<file path="src/rtl/mem_lsu_pkg.sv">
// ---------------------------------------------------------------------------
// mem_lsu_pkg
// Shared types and constants for the load/store unit of the 16-bit core.
//   - lsu_state_e : the unit's four-state transaction sequencer encoding
//   - DATA_W      : data-memory word width
//   - DEF_*       : default address / register-index widths and timeout limit
// Optional feature macro used elsewhere in this slice: LSU_TIMEOUT_EN.
// ---------------------------------------------------------------------------
package mem_lsu_pkg;

  localparam int DATA_W          = 16;
  localparam int DEF_ADDR_W      = 8;
  localparam int DEF_REG_W       = 3;
  localparam int DEF_TIMEOUT_CYC = 15;

  typedef enum logic [1:0] {
    IDLE = 2'd0,
    REQ  = 2'd1,
    WAIT = 2'd2,
    RESP = 2'd3
  } lsu_state_e;

endpackage

</file>
<file path="src/rtl/mem_lsu_if.sv">
// ---------------------------------------------------------------------------
// mem_lsu_if
// Bundles the three handshakes around the load/store unit:
//   execute side : in_valid/in_ready, in_load, in_store, in_addr, in_wdata, in_rd
//   memory side  : mem_req, mem_we, mem_addr, mem_wdata, mem_gnt,
//                  mem_rvalid, mem_rdata
//   writeback    : wb_valid/wb_ready, wb_data, wb_rd
//   status       : busy, err
// Modports:
//   master : the load/store unit itself (drives memory requests, results)
//   slave  : the surroundings (execute stage, memory, writeback)
// ---------------------------------------------------------------------------
interface mem_lsu_if
  import mem_lsu_pkg::*;
#(
  parameter int ADDR_W = DEF_ADDR_W,
  parameter int REG_W  = DEF_REG_W
);

  logic              in_valid;
  logic              in_ready;
  logic              in_load;
  logic              in_store;
  logic [DATA_W-1:0] in_addr;
  logic [DATA_W-1:0] in_wdata;
  logic [REG_W-1:0]  in_rd;

  logic              mem_req;
  logic              mem_we;
  logic [ADDR_W-1:0] mem_addr;
  logic [DATA_W-1:0] mem_wdata;
  logic              mem_gnt;
  logic              mem_rvalid;
  logic [DATA_W-1:0] mem_rdata;

  logic              wb_valid;
  logic              wb_ready;
  logic [DATA_W-1:0] wb_data;
  logic [REG_W-1:0]  wb_rd;

  logic              busy;
  logic              err;

  modport master (
    input  in_valid, in_load, in_store, in_addr, in_wdata, in_rd,
    output in_ready,
    output mem_req, mem_we, mem_addr, mem_wdata,
    input  mem_gnt, mem_rvalid, mem_rdata,
    output wb_valid, wb_data, wb_rd,
    input  wb_ready,
    output busy, err
  );

  modport slave (
    output in_valid, in_load, in_store, in_addr, in_wdata, in_rd,
    input  in_ready,
    input  mem_req, mem_we, mem_addr, mem_wdata,
    output mem_gnt, mem_rvalid, mem_rdata,
    input  wb_valid, wb_data, wb_rd,
    output wb_ready,
    input  busy, err
  );

endinterface

</file>
<file path="src/rtl/mem_lsu_watchdog.sv">
// ---------------------------------------------------------------------------
// mem_lsu_watchdog
// Cycle counter that bounds how long the load/store unit may wait on memory.
// Only instantiated when LSU_TIMEOUT_EN is defined.
// Ports:
//   clk, rst  : clock and synchronous active-high reset
//   clear     : restart counting from zero (asserted on the edge entering
//               a waiting state)
//   count_en  : advance the count this cycle
//   expired   : high during the LIMIT-th cycle since the last clear
// ---------------------------------------------------------------------------
module mem_lsu_watchdog
  import mem_lsu_pkg::*;
#(
  parameter int LIMIT = DEF_TIMEOUT_CYC
) (
  input  logic clk,
  input  logic rst,
  input  logic clear,
  input  logic count_en,
  output logic expired
);

  localparam int CNT_W = $clog2(LIMIT + 1);

  logic [CNT_W-1:0] count_q;

  // Count saturates at LIMIT so a stalled enable can never wrap around
  // and fake a second expiry.
  always_ff @(posedge clk) begin
    if (rst || clear) begin
      count_q <= '0;
    end else if (count_en && (count_q != CNT_W'(LIMIT))) begin
      count_q <= count_q + 1'b1;
    end
  end

  // The first waiting cycle sees count 0, so LIMIT-1 marks the last one.
  assign expired = (count_q == CNT_W'(LIMIT - 1));

endmodule

</file>
<file path="src/rtl/mem_lsu.sv">
// ---------------------------------------------------------------------------
// mem_lsu
// Load/store initiator in front of the data-memory array. Takes one memory
// operation per handshake from execute, issues it on the memory port, waits
// for grant (and read data for loads) and hands load results to writeback.
// Ports:
//   clk  : clock, all state on the rising edge
//   rst  : synchronous active-high reset
//   bus  : mem_lsu_if.master (execute, memory and writeback handshakes,
//          plus busy / err status)
// Parameters: ADDR_W (memory word-address width), REG_W (register index
// width), TIMEOUT_CYC (watchdog limit, only with LSU_TIMEOUT_EN).
// Optional feature macro: LSU_TIMEOUT_EN -- abandons a request that sees no
// grant / read data within TIMEOUT_CYC cycles and pulses err.
// ---------------------------------------------------------------------------
module mem_lsu
  import mem_lsu_pkg::*;
#(
  parameter int ADDR_W      = DEF_ADDR_W,
  parameter int REG_W       = DEF_REG_W,
  parameter int TIMEOUT_CYC = DEF_TIMEOUT_CYC
) (
  input logic       clk,
  input logic       rst,
  mem_lsu_if.master bus
);

  lsu_state_e        state_q;
  lsu_state_e        state_d;

  logic [ADDR_W-1:0] addr_q;
  logic [DATA_W-1:0] wdata_q;
  logic [REG_W-1:0]  rd_q;
  logic              store_q;
  logic [DATA_W-1:0] rdata_q;

  logic              accept;
  logic              timeout_hit;
  logic              err_q;

  // Only the low ADDR_W address bits reach the memory array.
  logic              unused_addr_hi;
  assign unused_addr_hi = ^bus.in_addr[DATA_W-1:ADDR_W];

  // An operation with neither kind bit set is consumed and dropped.
  assign accept = (state_q == IDLE) && bus.in_valid && (bus.in_load || bus.in_store);

  // State register.
  always_ff @(posedge clk) begin
    if (rst) begin
      state_q <= IDLE;
    end else begin
      state_q <= state_d;
    end
  end

  // Next-state logic. Grant / read data take priority over a timeout
  // landing in the same cycle; rvalid is only looked at in WAIT.
  always_comb begin
    state_d = state_q;
    case (state_q)
      IDLE: begin
        if (accept) state_d = REQ;
      end
      REQ: begin
        if (bus.mem_gnt)      state_d = store_q ? IDLE : WAIT;
        else if (timeout_hit) state_d = IDLE;
      end
      WAIT: begin
        if (bus.mem_rvalid)   state_d = RESP;
        else if (timeout_hit) state_d = IDLE;
      end
      RESP: begin
        if (bus.wb_ready) state_d = IDLE;
      end
      default: state_d = IDLE;
    endcase
  end

  // Outputs decode only registered state, so nothing on the memory or
  // execute side depends combinationally on any input.
  always_comb begin
    bus.in_ready  = (state_q == IDLE);
    bus.mem_req   = (state_q == REQ);
    bus.mem_we    = (state_q == REQ) && store_q;
    bus.mem_addr  = addr_q;
    bus.mem_wdata = wdata_q;
    bus.wb_valid  = (state_q == RESP);
    bus.wb_data   = rdata_q;
    bus.wb_rd     = rd_q;
    bus.busy      = (state_q != IDLE);
    bus.err       = err_q;
  end

  // Request latch and load-data capture. A simultaneous load+store is
  // treated as a load, so the write flag needs load low.
  always_ff @(posedge clk) begin
    if (rst) begin
      addr_q  <= '0;
      wdata_q <= '0;
      rd_q    <= '0;
      store_q <= 1'b0;
      rdata_q <= '0;
    end else begin
      if (accept) begin
        addr_q  <= bus.in_addr[ADDR_W-1:0];
        wdata_q <= bus.in_wdata;
        rd_q    <= bus.in_rd;
        store_q <= bus.in_store && !bus.in_load;
      end
      if ((state_q == WAIT) && bus.mem_rvalid) begin
        rdata_q <= bus.mem_rdata;
      end
    end
  end

`ifdef LSU_TIMEOUT_EN
  logic wd_clear;
  logic wd_count_en;
  logic wd_expired;

  // Restart the watchdog on every entry into a waiting state (including
  // the REQ -> WAIT hand-over) and let it run while waiting.
  assign wd_clear    = (state_d != state_q) && ((state_d == REQ) || (state_d == WAIT));
  assign wd_count_en = (state_q == REQ) || (state_q == WAIT);
  assign timeout_hit = wd_expired;

  mem_lsu_watchdog #(
    .LIMIT (TIMEOUT_CYC)
  ) u_watchdog (
    .clk      (clk),
    .rst      (rst),
    .clear    (wd_clear),
    .count_en (wd_count_en),
    .expired  (wd_expired)
  );

  // err is a single-cycle pulse following the abandoning edge.
  always_ff @(posedge clk) begin
    if (rst) begin
      err_q <= 1'b0;
    end else begin
      err_q <= wd_expired &&
               (((state_q == REQ)  && !bus.mem_gnt) ||
                ((state_q == WAIT) && !bus.mem_rvalid));
    end
  end
`else
  // Without the watchdog the unit waits on memory indefinitely.
  logic unused_timeout;
  assign unused_timeout = (TIMEOUT_CYC == 0);
  assign timeout_hit    = 1'b0;
  assign err_q          = 1'b0;
`endif

endmodule

</file>
<file path="src/flat_wrapper.sv">
// flat-port wrapper written by rule: the top's interface ports become plain ports
module mem_lsu_flat import mem_lsu_pkg::*;
#(
  parameter int ADDR_W      = DEF_ADDR_W,
  parameter int REG_W       = DEF_REG_W,
  parameter int TIMEOUT_CYC = DEF_TIMEOUT_CYC
)
  (clk, rst, bus_in_valid, bus_in_load, bus_in_store, bus_in_addr, bus_in_wdata, bus_in_rd, bus_in_ready, bus_mem_req, bus_mem_we, bus_mem_addr, bus_mem_wdata, bus_mem_gnt, bus_mem_rvalid, bus_mem_rdata, bus_wb_valid, bus_wb_data, bus_wb_rd, bus_wb_ready, bus_busy, bus_err);
  mem_lsu_if #(.ADDR_W(ADDR_W), .REG_W(REG_W)) bus_i ();
  input logic clk;
  input logic rst;
  input wire logic [$bits(bus_i.in_valid)-1:0] bus_in_valid;
  input wire logic [$bits(bus_i.in_load)-1:0] bus_in_load;
  input wire logic [$bits(bus_i.in_store)-1:0] bus_in_store;
  input wire logic [$bits(bus_i.in_addr)-1:0] bus_in_addr;
  input wire logic [$bits(bus_i.in_wdata)-1:0] bus_in_wdata;
  input wire logic [$bits(bus_i.in_rd)-1:0] bus_in_rd;
  output wire logic [$bits(bus_i.in_ready)-1:0] bus_in_ready;
  output wire logic [$bits(bus_i.mem_req)-1:0] bus_mem_req;
  output wire logic [$bits(bus_i.mem_we)-1:0] bus_mem_we;
  output wire logic [$bits(bus_i.mem_addr)-1:0] bus_mem_addr;
  output wire logic [$bits(bus_i.mem_wdata)-1:0] bus_mem_wdata;
  input wire logic [$bits(bus_i.mem_gnt)-1:0] bus_mem_gnt;
  input wire logic [$bits(bus_i.mem_rvalid)-1:0] bus_mem_rvalid;
  input wire logic [$bits(bus_i.mem_rdata)-1:0] bus_mem_rdata;
  output wire logic [$bits(bus_i.wb_valid)-1:0] bus_wb_valid;
  output wire logic [$bits(bus_i.wb_data)-1:0] bus_wb_data;
  output wire logic [$bits(bus_i.wb_rd)-1:0] bus_wb_rd;
  input wire logic [$bits(bus_i.wb_ready)-1:0] bus_wb_ready;
  output wire logic [$bits(bus_i.busy)-1:0] bus_busy;
  output wire logic [$bits(bus_i.err)-1:0] bus_err;
  assign bus_i.in_valid = bus_in_valid;
  assign bus_i.in_load = bus_in_load;
  assign bus_i.in_store = bus_in_store;
  assign bus_i.in_addr = bus_in_addr;
  assign bus_i.in_wdata = bus_in_wdata;
  assign bus_i.in_rd = bus_in_rd;
  assign bus_in_ready = bus_i.in_ready;
  assign bus_mem_req = bus_i.mem_req;
  assign bus_mem_we = bus_i.mem_we;
  assign bus_mem_addr = bus_i.mem_addr;
  assign bus_mem_wdata = bus_i.mem_wdata;
  assign bus_i.mem_gnt = bus_mem_gnt;
  assign bus_i.mem_rvalid = bus_mem_rvalid;
  assign bus_i.mem_rdata = bus_mem_rdata;
  assign bus_wb_valid = bus_i.wb_valid;
  assign bus_wb_data = bus_i.wb_data;
  assign bus_wb_rd = bus_i.wb_rd;
  assign bus_i.wb_ready = bus_wb_ready;
  assign bus_busy = bus_i.busy;
  assign bus_err = bus_i.err;
  mem_lsu #(.ADDR_W(ADDR_W), .REG_W(REG_W), .TIMEOUT_CYC(TIMEOUT_CYC)) u_core (.clk(clk), .rst(rst), .bus(bus_i));
endmodule
</file>
<file path="config.mk">
export PLATFORM = sky130hd
export DESIGN_NAME = mem_lsu_flat
export DESIGN_NICKNAME = d
export VERILOG_FILES = /design/src/rtl/mem_lsu_pkg.sv /design/src/rtl/mem_lsu_if.sv /design/src/rtl/mem_lsu_watchdog.sv /design/src/rtl/mem_lsu.sv /design/src/flat_wrapper.sv
export SDC_FILE = /design/constraint.sdc
export NUM_CORES = 1
export LEC_CHECK = 0
export BUFFER_PORTS_ARGS = -buffer_cell sky130_fd_sc_hd__buf_4
export CAP_MARGIN = 5
export CORE_AREA = 4 4 64 81
export CTS_BUF_LIST = sky130_fd_sc_hd__clkbuf_8
export DETAILED_ROUTE_END_ITERATION = 8
export DIE_AREA = 0 0 68 85
export PLACE_DENSITY = 0.84
export SLEW_MARGIN = 20
export SYNTH_ARGS = -nofsm -noshare
export SYNTH_HDL_FRONTEND = slang
export SYNTH_SLANG_ARGS = --single-unit
</file>
<file path="constraint.sdc">
create_clock -name clk -period 1.6 [get_ports clk]
set_input_delay 0.24 -clock clk [delete_from_list [all_inputs] [get_ports clk]]
set_output_delay 0.24 -clock clk [all_outputs]
set_load 0.02 [all_outputs]
</file>
==> flow_summary.yaml <==
worst_setup_path:
  cp-end-kind: "primary output"
  crit_path_start_kind: "register"
  rr_endpoint: "u_core.bus.wb_data[13]$_SDFFE_PP0P_"
  crit_fanout: 7
  reg2reg_depth: 3
  path_class: "register to primary output"
  timing.rr.start: "u_core.state_q[0]$_SDFFE_PP0P_"
  arrival_ps: 1220
  crit_required_ps: 1360
  reg2reg_slack_ps: 240
yosys:
  synth_area_mm2: 0.001966
  yosysUniqueCellTypes: 24
  syn_nets: 267
  synth_edf_count: 0
  syn_inst: 208
  avgSynthCellArea_um2: 9.450
  netlist_top_cells_area: "dfxtp_1, nand2b_1, mux2i_1"
  synth_top_area_share_pct: 46.85
  yosysSeqAreaShare_pct: 46.85
  synth_warnings: 0
  synthFlopType: "dfxtp_1"
  ys_ff_latch: 46
  synth_top_cell_by_area: "dfxtp_1"
  async_flop_share_pct: 0
grt:
  antenna_found_initial: 0
  grt_overflow_total: 0
  grt_use_total_pct: 15.01
  grt_pass1_vias: 1473
  grt_max_degree: 74
  grt_busiest_layer: "met2"
  grt_first_pass_wirelength_um: 6699
  gr-usage-met1_pct: 16.31
  use_met2_pct: 25.79
  grtUsageMet3_pct: 6.093
clocking:
  ctsLongestPathBuffers: 2
  cts_buffers: 5
  clkSinkCount: 46
  cts_hold_buf: 0
  cts_max_level: 2
  clk_pin_slew_ps: 90
  cts_tree: "yes"
  root_buffer: "clkbuf_8"
  insertion_delay_ps: 290
  post-cts-setup-buffers: 0
place:
  place_inst: 351
  place_ws_ps: 242.5
  dpl.hpwl_um: 3244
  globalplace.congestion: 0.6845
  place_area_mm2: 0.002693
  portBuffers: 98
sta:
  rsz0062_at_grt: "false"
  slew_headroom_pct: 57.09
  clock.fmax_mhz: 684.7
  setup_viol: 0
  fin_ws_ps: 139.4
  worst_pin_slew_ps: 641.7
  worst_clock_skew_ps: 7.808
  period_share_pct: 91.29
  setup_tns_ps: 0
  post-route-min-period_ps: 1461
  finalHoldViolCount: 0
  slew_viol_final: 0
cells_and_area:
  syn2layout_area_growth_pct: 42.78
  layout_common_cells: "buf_4, nand2b_1, dfxtp_1, nand2_1, mux2i_1"
  fin_area_mm2: 0.002806
  diodes: 0
  final_layout_size_suffix_gt1_share_pct: 36.88
  mostFrequentLayoutCell: "buf_4"
  stdcell_count: 359
  fin_nets: 359
power_and_ir_drop:
  p_leak_uw: 0.001251
  power_density_mw_per_mm2: 926.5
  power_uw: 2600
  ir_drop_mv: 0.6976
floorplanning:
  num_rows: 27
  die_height_um: 85
  dieArea_mm2: 0.005780
  initial_utilization_pct: 44.76
  core_area_mm2: 0.004392
  ioPinCount: 108
  die_w_um: 68
detailed_routing:
  drt_iter0_markers: 67
  first_pass_iters: 4
  vias: 1643
  drc: 0
  routedWlPerCell_um: 12.33
  totalWireLength_um: 4428
  via_per_inst: 4.577
  drtAntennaViolNets: 0
worst_hold_path:
  hold_class: "primary input to register"
  hp-start: "bus_wb_ready"
  whs_path_depth: 2
outcome:
  status: "completed"
flow_run:
  maxCapViolCount: 0
[state kept, by name, summed over array words and instances, names as in the netlist, named ones only]
register,cells
u_core.bus.mem_addr,8
u_core.bus.mem_wdata,16
u_core.bus.wb_data,16
u_core.bus.wb_rd,3
u_core.state_q,1
u_core.store_q,1
[worst max-delay path by stage]
stage / startpoint / to / slack, ps / cells past startpoint
6_report: register / bus_mem_we / 140 / 3
5_1_grt: register / bus_mem_we / 80 / 3
4_1_cts: register / bus_mem_we / 50 / 3
3_5_place_dp: register / u_core.bus.wb_data[15]$_SDFFE_PP0P_ / 240 / 3
3_3_place_gp: register / u_core.bus.wb_data[2]$_SDFFE_PP0P_ / 260 / 3
2_1_floorplan: register / u_core.bus.mem_addr[1]$_SDFFE_PP0P_ / 210 / 5
[repair_timing]
action	in CTS	in global routing
endpoints found under the setup margin	0	1
resized for setup	0	1
endpoints found under the hold margin	0	0
[per-layer routing]
| metal | wire length [um] | vias up |
|---|---|---|
| met5 | 0 | - |
| met4 | 51 | 0 |
| met3 | 427 | 5 |
| met2 | 2302 | 57 |
| met1 | 1646 | 730 |
| li1 | - | 851 |
[through the flow]
stage | hold slack (ps) | utilization [%]
4_1_cts | 109.3 | 63.87
3_3_place_gp | 432.4 | 61.31
3_5_place_dp | 436.4 | 61.31
6_report | 113.9 | 63.90
2_1_floorplan | 337.0 | -
5_1_grt | 111.7 | 63.90
[power by group]
| part | total (uW) | switching (uW) | internal [uW] | leakage (uW) |
|---|---|---|---|---|
| Combinational | 493 | 233 | 260 | 0.000817 |
| Clock | 862 | 394 | 468 | 0.0000585 |
| Sequential | 1250 | 37.3 | 1210 | 0.000376 |
| Total | 2600 | 664 | 1940 | 0.00125 |
[worst max-delay path: stages (launching register included)]
cell	delay, ps
dfxtp_2	400
and2b_1	210
and2_1	160
buf_4	150
[layout make-up]
class / instances / area (um2)
clock inverter: 3 / 43.79
tap: 58 / 72.57
inverter: 3 / 11.26
timing repair buffer: 100 / 763.2
clock buffer: 5 / 68.82
sequential: 46 / 922.1
fill: 374 / 1585
multi-input combinational: 144 / 924.6
[kinds of logic after synthesis]
logic type             Yosys count  share of synthesized area (%)
and+or+nand+nor                 93                          25.65
DFF                             46                          46.85
muxes                           28                          14.89
AOI/OAI and AO/OA               22                          6.302
buffers and inverters           18                          6.110
other                            1                         0.1908
[Yosys cell counts (all sizes together), types with 2 or more instances]
library cell,count
nor2,2
nand2,32
a21oi,16
nand2b,54
and2,2
a31oi,2
mux2i,27
clkbuf,6
dfxtp,46
buf,9
inv,3
Power figures use the tool's default switching activity.
